--- config.mk ---
export PLATFORM = sky130hd
export DESIGN_NAME = pixel_recon
export DESIGN_NICKNAME = d
export VERILOG_FILES = /design/src/rtl/pixel_recon.sv
export SDC_FILE = /design/constraint.sdc
export NUM_CORES = 1
export LEC_CHECK = 0
export BUFFER_PORTS_ARGS = -buffer_cell sky130_fd_sc_hd__buf_2
export CORE_MARGIN = 3
export CORE_UTILIZATION = 50
export DETAILED_ROUTE_END_ITERATION = 7
export PLACE_DENSITY = 0.68
export SYNTH_ARGS = -nofsm -noshare
export SYNTH_HDL_FRONTEND = slang
export SYNTH_SLANG_ARGS = --single-unit
--- constraint.sdc ---
create_clock -name clk -period 9.4 [get_ports clk]
set_input_delay 2.35 -clock clk [delete_from_list [all_inputs] [get_ports clk]]
set_output_delay 2.35 -clock clk [all_outputs]
set_load 0.05 [all_outputs]
--- src/rtl/pixel_recon.sv ---
// rtl/pixel_recon.sv - MED-predicted pixel reconstruction from a raster residual stream
// Optional gradient outputs enabled by defining PIXEL_RECON_GRAD_EN.
module pixel_recon #(
    parameter int IMAGE_W = 11,
    parameter int IMAGE_H = 9,
    parameter int PIX_W   = 16
) (
    input  logic             clk,
    input  logic             rst_n,
    input  logic             res_valid,
    output logic             res_ready,
    input  logic [PIX_W:0]   res_data,
    input  logic             res_sof,
    output logic             pix_valid,
    input  logic             pix_ready,
    output logic [PIX_W-1:0] pix_data,
    output logic             pix_sol,
    output logic             pix_eof,
    output logic             frame_err,
    output logic [PIX_W-1:0] grad_d1,
    output logic [PIX_W-1:0] grad_d2,
    output logic [PIX_W-1:0] grad_d3
);
    localparam int CW = $clog2(IMAGE_W);
    localparam int RW = (IMAGE_H > 1) ? $clog2(IMAGE_H) : 1;
    localparam logic [CW-1:0] LAST_COL = CW'(IMAGE_W - 1);
    localparam logic [RW-1:0] LAST_ROW = RW'(IMAGE_H - 1);

    logic [CW-1:0]    col, eff_col;
    logic [RW-1:0]    row, eff_row;
    logic [PIX_W-1:0] linebuf [IMAGE_W];
    logic [PIX_W-1:0] ra_q, prev_rb_q;
    logic [PIX_W-1:0] ra, rb, rc, px, rx, max_ab, min_ab;
    logic [PIX_W+1:0] sum;
    logic             accept, sof_err;

    assign res_ready = !pix_valid || pix_ready;
    assign accept    = res_valid && res_ready;
    assign sof_err   = res_sof && (col != '0 || row != '0);
    // A start-of-frame marker forces the pixel to (0,0) regardless of the counters.
    assign eff_col   = res_sof ? '0 : col;
    assign eff_row   = res_sof ? '0 : row;

    always_comb begin
        rb     = (eff_row == '0) ? '0 : linebuf[eff_col];
        rc     = (eff_col == '0) ? rb : prev_rb_q;
        ra     = (eff_col == '0) ? rb : ra_q;
        max_ab = (ra > rb) ? ra : rb;
        min_ab = (ra > rb) ? rb : ra;
        if (rc >= max_ab)
            px = min_ab;
        else if (rc <= min_ab)
            px = max_ab;
        else
            px = PIX_W'({1'b0, ra} + {1'b0, rb} - {1'b0, rc});
        sum = {2'b00, px} + {res_data[PIX_W], res_data};
        if (sum[PIX_W+1])
            rx = '0;
        else if (sum[PIX_W])
            rx = '1;
        else
            rx = sum[PIX_W-1:0];
    end

    always_ff @(posedge clk or negedge rst_n) begin
        if (!rst_n) begin
            pix_valid <= 1'b0;
            pix_data  <= '0;
            pix_sol   <= 1'b0;
            pix_eof   <= 1'b0;
            frame_err <= 1'b0;
            col       <= '0;
            row       <= '0;
            ra_q      <= '0;
            prev_rb_q <= '0;
        end else begin
            frame_err <= accept && sof_err;
            if (accept) begin
                pix_valid <= 1'b1;
                pix_data  <= rx;
                pix_sol   <= (eff_col == '0);
                pix_eof   <= (eff_col == LAST_COL) && (eff_row == LAST_ROW);
                ra_q      <= rx;
                prev_rb_q <= rb;
                if (eff_col == LAST_COL) begin
                    col <= '0;
                    row <= (eff_row == LAST_ROW) ? '0 : eff_row + RW'(1);
                end else begin
                    col <= eff_col + CW'(1);
                    row <= eff_row;
                end
            end else if (pix_ready) begin
                pix_valid <= 1'b0;
            end
        end
    end

    // Row 0 never reads the line buffer, so its contents need no reset.
    always_ff @(posedge clk) begin
        if (accept)
            linebuf[eff_col] <= rx;
    end

`ifdef PIXEL_RECON_GRAD_EN
    logic [PIX_W-1:0] rd;

    function automatic logic [PIX_W-1:0] abs_diff(input logic [PIX_W-1:0] a,
                                                  input logic [PIX_W-1:0] b);
        return (a > b) ? a - b : b - a;
    endfunction

    always_comb begin
        if (eff_row == '0)
            rd = '0;
        else if (eff_col == LAST_COL)
            rd = rb;
        else
            rd = linebuf[eff_col + CW'(1)];
    end

    always_ff @(posedge clk or negedge rst_n) begin
        if (!rst_n) begin
            grad_d1 <= '0;
            grad_d2 <= '0;
            grad_d3 <= '0;
        end else if (accept) begin
            grad_d1 <= abs_diff(rd, rb);
            grad_d2 <= abs_diff(rb, rc);
            grad_d3 <= abs_diff(rc, ra);
        end
    end
`else
    assign grad_d1 = '0;
    assign grad_d2 = '0;
    assign grad_d3 = '0;
`endif

endmodule

==> reports/qor.csv, run 1 <==
stage,metric,value,unit
worst_hold_path,Hold Crit Class,register to register,
clock_network,Worst-path clk slew,0.06,ns
yosys,synth top area cells,"edfxtp_1, dfrtp_1, ha_1",
worst_hold_path,Hold Path End,pix_sol,
route,Detail Route Antenna Nets,0,
yosys,post-synthesis sequential area ratio,0.477,
critical_path,Crit Path Category,input pin to register,
floorplan,Starting Density,0.511,
flow_run,max-cap viol count,0,
yosys,Syn Std Cell Area,13400,µm²
global_route,met1 global-route usage,0.377,
timing,Slew Limit Headroom,0.263,
timing,part of the cycle the worst path needs,0.995,
floorplan,area of the die,28800,µm²
critical_path,Crit. End Element,register,
global_route,grt total ovfl,0,
yosys,Synth Instances,1209,
status,status,"complete, no violations",
placed_design,Port Buffer Count,42,
route,Via density,5.98,
floorplan,core box area,26200,µm²
clock_network,Skew-Pair Late Insertion Delay,0.53,ns
critical_path,r2r startpoint,col[0],
critical_path,reg2reg path depth,35,
global_route,Top Usage Layer GRT,met2,
timing,Final setup viols,0,
global_route,met2 Use GR,0.429,
placed_design,dpl cells,1743,
timing,Worst-Margin Slew,1.10,ns
route,drt first pass iters,7,
critical_path,Slowest cell on crit path,or4_4,
worst_hold_path,hold depth,1,
yosys,number of synthesized flops with an enable pin,176,
critical_path,CP required,9.67,ns
critical_path,reg-to-reg critical path endpoint,linebuf[5][15],
yosys,Post-synth top cells,"edfxtp_1, nand2_1, ha_1",
final_layout,Non-Filler Instances,1805,
global_route,first-pass GRT wire length,58800,µm
route,residual DRC count,0,
clock_network,CTS Buffer Depth,3,
final_layout,Area growth syn-to-layout,30.0,%
timing,Clock Skews,0.0139,ns
final_layout,post-layout util,0.664,
timing,setup TNS,0,ns
clock_network,TritonCTS clock tree,yes,
clock_network,H-Tree Depth,1,
yosys,warnings from Yosys,0,
critical_path,crit-path max FO,7,
critical_path,CP top delay family,compound AO/OA/AOI/OAI gates,
final_layout,layout cells sized above 1,0.355,
yosys,Yosys top cell by area,edfxtp_1,
yosys,number of synthesized register bits,220,
critical_path,Critical Path AT,9.62,ns
timing,final count of pins violating max slew,0,
timing,fin crit period,9.35,ns
critical_path,most frequent CP cell,buf_4,
timing,RSZ-0062 raised after global routing,yes,
yosys,share of the synthesized area in the top cell type,0.395,
yosys,synth unique cells,99,
floorplan,io pins,91,
timing,fmax,107,MHz
global_route,grt met3 use,0.0324,
critical_path,Reg2Reg Setup Slack,1.04,ns
placed_design,placer congestion estimate,0.933,
route,via count,10800,
final_layout,# diodes,0,
critical_path,element type at the critical path start,input pin,
worst_hold_path,min-delay src,pix_sol,
floorplan,Die X,170,µm
yosys,ys flop type,edfxtp_1,
yosys,ys async rst share,0.200,
critical_path,"slowest stage delay, CP",0.55,ns
global_route,Overall Global Routing Usage,0.264,
yosys,synthesized area per cell,11.1,µm²
global_route,largest net degree at the start of global routing,58,
final_layout,nets@finish,1573,
route,routed length per instance,22.0,µm
clock_network,Post-CTS Hold Fix Bufs,0,
clock_network,cts bufs inserted,23,
global_route,vias in the first global route,10400,
floorplan,Die H,170,µm
timing,endpoints failing hold,0,
critical_path,critical path startpoint,res_sof,
critical_path,Crit path buffers/inverters,12,
route,drt total wl,39700,µm
clock_network,Clock Sinks,220,
floorplan,row count,59,
placed_design,DP HPWL,27900,µm
clock_network,Root Driver,clkbuf_16,
route,number of DRC markers in iteration 0,1162,
yosys,cell with the most instances after synthesis,edfxtp_1,
global_route,initial antenna violation count,0,
[state kept, by name, indices dropped and copies added (netlist names)]
signal     flops
frame_err      1
ra_q          16
prev_rb_q     16
pix_valid      1
col            4
linebuf      176
pix_eof        1
pix_sol        1
row            4
[cells in the final DEF, fill, tap and decap left out, drive strengths merged, types with 6 or more instances in the layout]
| cell type | n |
|---|---|
| inv | 54 |
| nor2 | 66 |
| clkinv | 8 |
| nand3 | 12 |
| edfxtp | 176 |
| nand2 | 113 |
| and3 | 13 |
| or3 | 7 |
| a21oi | 73 |
| mux2i | 30 |
| nor3 | 18 |
| and2 | 15 |
| xnor2 | 15 |
| a21o | 14 |
| mux2 | 21 |
| o21a | 12 |
| nor4 | 9 |
| o211ai | 6 |
| clkbuf | 29 |
| a222oi | 11 |
| a31oi | 7 |
| nand2b | 9 |
| xor2 | 11 |
| dfrtp | 44 |
| a211oi | 11 |
| a21boi | 6 |
| or2 | 7 |
| ha | 82 |
| o22ai | 53 |
| nand4 | 10 |
| a221oi | 8 |
| fa | 16 |
| o21ai | 86 |
| conb | 48 |
| nor2b | 15 |
| o31ai | 9 |
| buf | 284 |
[routing by layer]
layer | vias up | part of all wire
li1 | 4921 | -
met1 | 5312 | 0.43
met2 | 481 | 0.47
met3 | 72 | 0.072
met4 | 0 | 0.027
met5 | - | 0
[cell families after synthesis]
group | after synthesis | share of synthesized area
buffers and inverters | 167 | 0.0714
muxes | 52 | 0.0440
AOI/OAI and AO/OA | 341 | 0.179
xor gates and xnor gates | 26 | 0.0170
other | 1 | 0.000280
and+or+nand+nor | 304 | 0.111
adders and majority gates | 98 | 0.101
DFF | 220 | 0.477
[metrics by stage]
| stage | cell area [µm²] | setup slack [ns] | hold slack [ns] |
|---|---|---|---|
| floorplan | 13800 | -0.00606 | 0.449 |
| global placement | 15600 | -0.621 | 0.461 |
| detailed placement | 15600 | -0.811 | 0.468 |
| CTS | 16500 | -0.00645 | 0.483 |
| global route | 17400 | -0.178 | 0.491 |
| finish | 17400 | 0.0507 | 0.474 |
[layout make-up]
type,count,area (µm²)
flip-flops and latches,220,6390
well taps,335,419
clock buffers,26,607
inverters,52,205
fillers,1933,8790
clock inverters,16,238
multi-input cells,869,7110
repair buffers,287,2450
[how the worst max path moves through the flow]
stage | end | cells past startpoint
after floorplan | ra_q[6] | 43
after global placement | linebuf[6][5] | 36
after detailed placement | linebuf[3][4] | 35
after CTS | ra_q[1] | 37
after global routing | linebuf[10][15] | 38
final | linebuf[5][15] | 39
[what timing repair did]
action                     in CTS  in global routing
gates resized for setup        10                138
pin swaps                       7                 46
cloned                          0                  3
setup buffers                   1                 16
setup endpoints to repair     179                192
Power of run 1 is left out: the tool's default activity adds up to more than one toggle a clock period on the data nets, which glitch-free logic cannot reach.
==> inputs of run 2 (changes only) <==
--- a/config.mk
+++ b/config.mk
@@ -5,6 +5,7 @@
 export SDC_FILE = /design/constraint.sdc
 export NUM_CORES = 1
 export LEC_CHECK = 0
+export ABC_AREA = 1
 export BUFFER_PORTS_ARGS = -buffer_cell sky130_fd_sc_hd__buf_2
 export CORE_MARGIN = 3
 export CORE_UTILIZATION = 50
==> run 2 against run 1 <==
Setup slack improved by 0.30 ns. Fmax rose by 3.3%. Wire length rose by 4.1%. Sequential cell count did not move. Final area fell by 3.1%. Hold slack improved by 0.012 ns. Count of clock-buffer cells in the layout fell by 1. Register-to-register slack improved by 0.72 ns. Die area rose by 4.3%.
==> reports/qor.csv, run 2 <==
stage,metric,value,unit,change
final_layout,Area growth syn-to-layout,20.6,%,was 30.0%
clock_network,TritonCTS clock tree,yes,,unchanged
final_layout,nets@finish,2033,,was 1573
final_layout,post-layout util,0.619,,was 0.664
timing,final count of pins violating max slew,0,,unchanged
placed_design,DP HPWL,30300,µm,was 27900 µm
floorplan,area of the die,30000,µm²,was 28800 µm²
placed_design,Place WS,-0.527,ns,was -0.811 ns
yosys,Syn Std Cell Area,14000,µm²,was 13400 µm²
clock_network,Skew-Pair Late Insertion Delay,0.56,ns,was 0.53 ns
route,residual DRC count,0,,unchanged
timing,RSZ-0062 raised after global routing,yes,,unchanged
worst_hold_path,hold depth,2,,was 1
timing,part of the cycle the worst path needs,0.963,,was 0.995
critical_path,r2r startpoint,col[1],,was col[0]
placed_design,placer congestion estimate,0.988,,was 0.933
route,number of DRC markers in iteration 0,1337,,was 1162
clock_network,Clock Sinks,220,,unchanged
final_layout,Top Registers,"linebuf (176), prev_rb_q (16), ra_q (16)",,unchanged
critical_path,Crit. End Element,register,,unchanged
global_route,initial antenna violation count,1,,was 0
placed_design,dpl cells,2255,,was 1743
clock_network,Worst-path clk slew,0.06,ns,about the same
clock_network,cts bufs inserted,24,,was 23
clock_network,CTS Buffer Depth,3,,unchanged
global_route,Overall Global Routing Usage,0.271,,was 0.264
critical_path,most frequent CP cell,nand2_1,,was buf_4
global_route,grt total ovfl,0,,unchanged
yosys,Synth Instances,1694,,was 1209
route,drt first pass iters,6,,was 7
timing,Final setup viols,0,,unchanged
timing,Clock Skews,0.0199,ns,was 0.0139 ns
final_layout,layout cells sized above 1,0.185,,was 0.355
status,status,"complete, no violations",,unchanged
timing,Worst-Margin Slew,0.998,ns,was 1.10 ns
clock_network,Root Driver,clkbuf_16,,unchanged
timing,fmax,111,MHz,was 107 MHz
timing,endpoints failing hold,0,,unchanged
yosys,synth top area cells,"edfxtp_1, nand2_1, dfrtp_1",,"was edfxtp_1, dfrtp_1, ha_1"
floorplan,Starting Density,0.513,,was 0.511
final_layout,"most common cell after layout, fill and taps aside",nand2_1,,was buf_4
critical_path,element type at the critical path start,input pin,,unchanged
clock_network,H-Tree Depth,1,,unchanged
critical_path,reg-to-reg critical path endpoint,linebuf[0][1],,was linebuf[5][15]
route,Detail Route Antenna Nets,0,,unchanged
placed_design,Port Buffer Count,42,,unchanged
floorplan,Die H,173,µm,was 170 µm
route,Via density,5.33,,was 5.98
floorplan,core box area,27300,µm²,was 26200 µm²
final_layout,Non-Filler Instances,2304,,was 1805
global_route,first-pass GRT wire length,64100,µm,was 58800 µm
final_layout,most frequent cells in the layout,"nand2_1, inv_1, buf_4, edfxtp_1, nand3_1",,"was buf_4, edfxtp_1, nand2_1, ha_1, o21ai_0"
yosys,number of synthesized register bits,220,,unchanged
route,routed length per instance,17.9,µm,was 22.0 µm
timing,setup ws final,0.352,ns,was 0.0507 ns
critical_path,crit-path max FO,14,,was 7
yosys,number of synthesized flops with an enable pin,176,,unchanged
critical_path,Crit Path Category,input pin to register,,unchanged
global_route,largest net degree at the start of global routing,45,,was 58
yosys,Yosys top cell by area,edfxtp_1,,unchanged
final_layout,Largest Register,linebuf,,unchanged
yosys,synth unique cells,47,,was 99
floorplan,io pins,91,,unchanged
critical_path,"slowest stage delay, CP",0.40,ns,was 0.55 ns
critical_path,Critical Path AT,9.29,ns,was 9.62 ns
worst_hold_path,min-delay src,prev_rb_q[6],,was pix_sol
critical_path,Reg2Reg Setup Slack,1.76,ns,was 1.04 ns
yosys,warnings from Yosys,0,,unchanged
critical_path,CP required,9.64,ns,was 9.67 ns
timing,fin crit period,9.05,ns,was 9.35 ns
timing,Slew Limit Headroom,0.331,,was 0.263
final_layout,max FFs per register,176,,unchanged
yosys,ys async rst share,0.200,,unchanged
critical_path,Slowest cell on crit path,nor2_2,,was or4_4
yosys,post-synthesis sequential area ratio,0.457,,was 0.477
route,drt total wl,41400,µm,was 39700 µm
floorplan,row count,60,,was 59
flow_run,max-cap viol count,0,,unchanged
floorplan,Die X,173,µm,was 170 µm
route,via count,12300,,was 10800
yosys,share of the synthesized area in the top cell type,0.378,,was 0.395
worst_hold_path,Hold Path End,prev_rb_q[6],,was pix_sol
worst_hold_path,Hold Crit Class,register to register,,unchanged
yosys,cell with the most instances after synthesis,nand2_1,,was edfxtp_1
critical_path,reg2reg path depth,53,,was 35
global_route,vias in the first global route,11800,,was 10400
yosys,ys flop type,edfxtp_1,,unchanged
yosys,synthesized area per cell,8.26,µm²,was 11.1 µm²
yosys,Post-synth top cells,"nand2_1, inv_1, edfxtp_1",,"was edfxtp_1, nand2_1, ha_1"
run 2: what timing repair did:
action                     in CTS  in global routing
setup endpoints to repair       0                191
resized for setup               0                 33
hold buffers                    0                  0
setup buffers                   0                  3
run 2: critical path, delay by kind of cell:
kind | cells | cell delay, ns
buffers and inverters | 17 | 2.20
AO/OA/AOI/OAI | 5 | 1.04
adder cells (fa/ha/maj) | 4 | 0.99
AND/OR/NAND/NOR | 26 | 2.68
run 2: layout make-up:
type,count,area (µm²)
diodes,1,2.50
multi-input cells,1162,6320
well taps,372,465
repair inverters,1,7.51
clock inverters,19,228
repair buffers,240,1850
fillers,2350,10400
flip-flops and latches,220,6390
clock buffers,25,604
inverters,264,1000
run 2: metrics by stage:
step / area (µm²) / setup TNS, ns / hold WS (ns)
global route: 16900 / -0.473 / 0.512
floorplan: 14200 / 0 / 0.448
detailed placement: 15900 / -49.60 / 0.474
finish: 16900 / 0 / 0.486
CTS: 16700 / 0 / 0.492
global placement: 15900 / -40.52 / 0.468
run 2: cells by family after synthesis:
| family | Yosys count | share of synthesized area |
|---|---|---|
| buffers and inverters | 359 | 0.112 |
| other | 1 | 0.000268 |
| AOI/OAI and AO/OA | 198 | 0.0764 |
| adders and majority gates | 98 | 0.0963 |
| DFF | 220 | 0.457 |
| xor gates and xnor gates | 25 | 0.0157 |
| and+or+nand+nor | 793 | 0.243 |
run 2: metal layers:
metal / track usage / up-vias / share of wire
li1: - / 5851 / -
met1: 0.389 / 5750 / 0.42
met2: 0.436 / 602 / 0.45
met3: 0.0357 / 76 / 0.10
met4: 0.0750 / 0 / 0.025
met5: 0 / - / 0
run 2: how the worst max path moves through the flow:
stage               cells after the start  slack [ns]        endpoint     from
floorplan                              48        0.34  linebuf[0][14]  res_sof
global placement                       45       -0.45  linebuf[0][13]  res_sof
detailed placement                     46       -0.53  linebuf[3][13]  res_sof
CTS                                    46       0.002  linebuf[0][13]  res_sof
global route                           58       -0.08   linebuf[9][1]  res_sof
finish                                 52        0.35   linebuf[0][1]  res_sof
Power of run 2 is left out for the same reason.
==> inputs of run 3 (changes only) <==
==> config.mk (replaced) <==
export PLATFORM = sky130hd
export DESIGN_NAME = pixel_recon
export DESIGN_NICKNAME = d
export VERILOG_FILES = /design/src/rtl/pixel_recon.sv
export SDC_FILE = /design/constraint.sdc
export NUM_CORES = 1
export LEC_CHECK = 0
export CORE_MARGIN = 3
export CORE_UTILIZATION = 50
export CTS_CLUSTER_DIAMETER = 30
export DETAILED_ROUTE_END_ITERATION = 7
export DONT_BUFFER_PORTS = 1
export SYNTH_ARGS = -nofsm -noshare
export SYNTH_HDL_FRONTEND = slang
export SYNTH_SLANG_ARGS = --single-unit
==> run 3 against run 2 <==
Sequential share of layout area is 0.75 points lower. Critical endpoint is now ra_q[14]. Register-to-register slack got worse by 0.67 ns. Highest routed layer unchanged. Count of clock-buffer cells in the layout rose by 16. Global-route usage fell by 0.054 points. Fmax decreased by 1.4%. Via count is 15% lower.
==> reports/qor.csv, run 3 (synthesized netlist as in run 1, its figures left out) <==
stage,metric,value,unit,change
timing,Clock Skews,0.0221,ns,was 0.0199 ns
critical_path,CP required,9.79,ns,was 9.64 ns
floorplan,row count,59,,was 60
timing,part of the cycle the worst path needs,0.976,,was 0.963
final_layout,layout cells sized above 1,0.311,,was 0.185
flow_run,max-cap viol count,0,,unchanged
critical_path,"slowest stage delay, CP",0.44,ns,was 0.40 ns
clock_network,Root Driver,clkbuf_16,,unchanged
final_layout,max FFs per register,176,,unchanged
clock_network,Skew-Pair Late Insertion Delay,0.52,ns,was 0.56 ns
clock_network,H-Tree Depth,2,,was 1
route,via count,10500,,was 12300
timing,endpoints failing hold,0,,unchanged
route,number of DRC markers in iteration 0,913,,was 1337
global_route,initial antenna violation count,1,,unchanged
final_layout,Non-Filler Instances,1787,,was 2304
floorplan,Die X,170,µm,was 173 µm
timing,Slew Limit Headroom,0.0625,,was 0.331
timing,Final setup viols,0,,unchanged
status,status,"complete, no violations",,unchanged
timing,final count of pins violating max slew,0,,unchanged
critical_path,Critical Path AT,9.57,ns,was 9.29 ns
floorplan,Die H,170,µm,was 173 µm
final_layout,Area growth syn-to-layout,28.5,%,was 20.6%
final_layout,# diodes,0,,was 1
route,drt total wl,39800,µm,was 41400 µm
route,Via density,5.86,,was 5.33
final_layout,"most common cell after layout, fill and taps aside",buf_4,,was nand2_1
placed_design,dpl cells,1697,,was 2255
floorplan,Starting Density,0.511,,was 0.513
clock_network,Worst-path clk slew,0.05,ns,was 0.06 ns
final_layout,Largest Register,linebuf,,unchanged
clock_network,Post-CTS Hold Fix Bufs,0,,unchanged
placed_design,placer congestion estimate,0.957,,was 0.988
placed_design,DP HPWL,28300,µm,was 30300 µm
floorplan,io pins,91,,unchanged
timing,fmax,109,MHz,was 111 MHz
route,Detail Route Antenna Nets,0,,unchanged
placed_design,Port Buffer Count,0,,was 42
critical_path,Crit. End Element,register,,unchanged
worst_hold_path,Hold Crit Class,register to register,,unchanged
route,drt first pass iters,7,,was 6
placed_design,Place WS,-0.652,ns,was -0.527 ns
final_layout,nets@finish,1543,,was 2033
critical_path,Slowest cell on crit path,or3b_4,,was nor2_2
clock_network,TritonCTS clock tree,yes,,unchanged
floorplan,core box area,26200,µm²,was 27300 µm²
global_route,largest net degree at the start of global routing,45,,unchanged
critical_path,crit-path max FO,31,,was 14
timing,setup ws final,0.223,ns,was 0.352 ns
clock_network,Clock Sinks,220,,unchanged
floorplan,area of the die,28800,µm²,was 30000 µm²
final_layout,most frequent cells in the layout,"buf_4, edfxtp_1, nand2_1, ha_1, o21ai_0",,"was nand2_1, inv_1, buf_4, edfxtp_1, nand3_1"
timing,fin crit period,9.18,ns,was 9.05 ns
clock_network,cts bufs inserted,39,,was 24
final_layout,Top Registers,"linebuf (176), prev_rb_q (16), ra_q (16)",,unchanged
global_route,Overall Global Routing Usage,0.271,,about the same
global_route,first-pass GRT wire length,59400,µm,was 64100 µm
critical_path,element type at the critical path start,input pin,,unchanged
clock_network,CTS Buffer Depth,3,,unchanged
timing,Worst-Margin Slew,1.39,ns,was 0.998 ns
global_route,vias in the first global route,9960,,was 11800
global_route,grt total ovfl,0,,unchanged
route,routed length per instance,22.3,µm,was 17.9 µm
route,residual DRC count,0,,unchanged
critical_path,Crit Path Category,input pin to register,,unchanged
==> run 3: changes by cell type in the layout (fill, tap and decap cells not counted), sizes merged, moves of 13 or more <==
cell	previous run	this run
mux2i	0	30
and3	0	13
nand3	119	12
nand2	489	113
nor2	108	66
mux2	0	21
nand4	27	10
nor2b	0	15
o22ai	3	53
clkbuf	25	43
inv	263	60
==> run 3: routing by layer <==
metal	part of all wire	global-route usage	up-vias
met4	0.024	0.0661	0
met3	0.071	0.0545	64
met5	0	0	-
met1	0.45	0.385	5129
met2	0.46	0.429	402
li1	-	-	4881
==> run 3: area by class of cell <==
cell class	instances	area (µm²)
Fill cell	2041	9000
Multi-Input combinational cell	869	6700
Sequential cell	220	6390
Timing Repair Buffer	241	2160
Clock buffer	41	993
Tap cell	335	419
Clock inverter	29	345
Inverter	52	205
==> run 3: final timing paths <==
| check | from | endpoint | slack [ns] | cells after the start |
|---|---|---|---|---|
| min in group asynchronous | rst_n | pix_valid | 1.54 | 0 |
| max in group asynchronous | rst_n | ra_q[11] | 7.74 | 0 |
| max | res_sof | ra_q[14] | 0.22 | 39 |
| max reg2reg | col[1] | ra_q[14] | 1.09 | 38 |
| min | prev_rb_q[13] | prev_rb_q[13] | 0.48 | 2 |
| min reg2reg | prev_rb_q[13] | prev_rb_q[13] | 0.48 | 2 |
==> run 3: repair_timing <==
action | 4_1_cts | 5_1_grt
gates cloned | 0 | 2
endpoints found under the setup margin | 52 | 192
setup buffers | 2 | 16
resized for setup | 7 | 63
pin swaps | 2 | 32
==> run 3: per-stage QoR <==
stage	hold WS, ns	area (µm²)	util	setup TNS, ns
4_1_cts	0.486	16700	0.637	0
2_1_floorplan	0.449	13800	-	-0.0228
5_1_grt	0.498	17200	0.657	-0.424
6_report	0.484	17200	0.657	0
3_3_place_gp	0.463	15300	0.584	-67.23
3_5_place_dp	0.473	15300	0.584	-89.02
==> run 3: critical path: cells and delay by family <==
family	cells	cell delay [ns]
buf+inv	8	1.30
compound gates	18	2.80
simple gates	7	1.49
fa+ha+maj	3	0.78
mux	3	0.81
Power of run 3 is left out for the same reason.
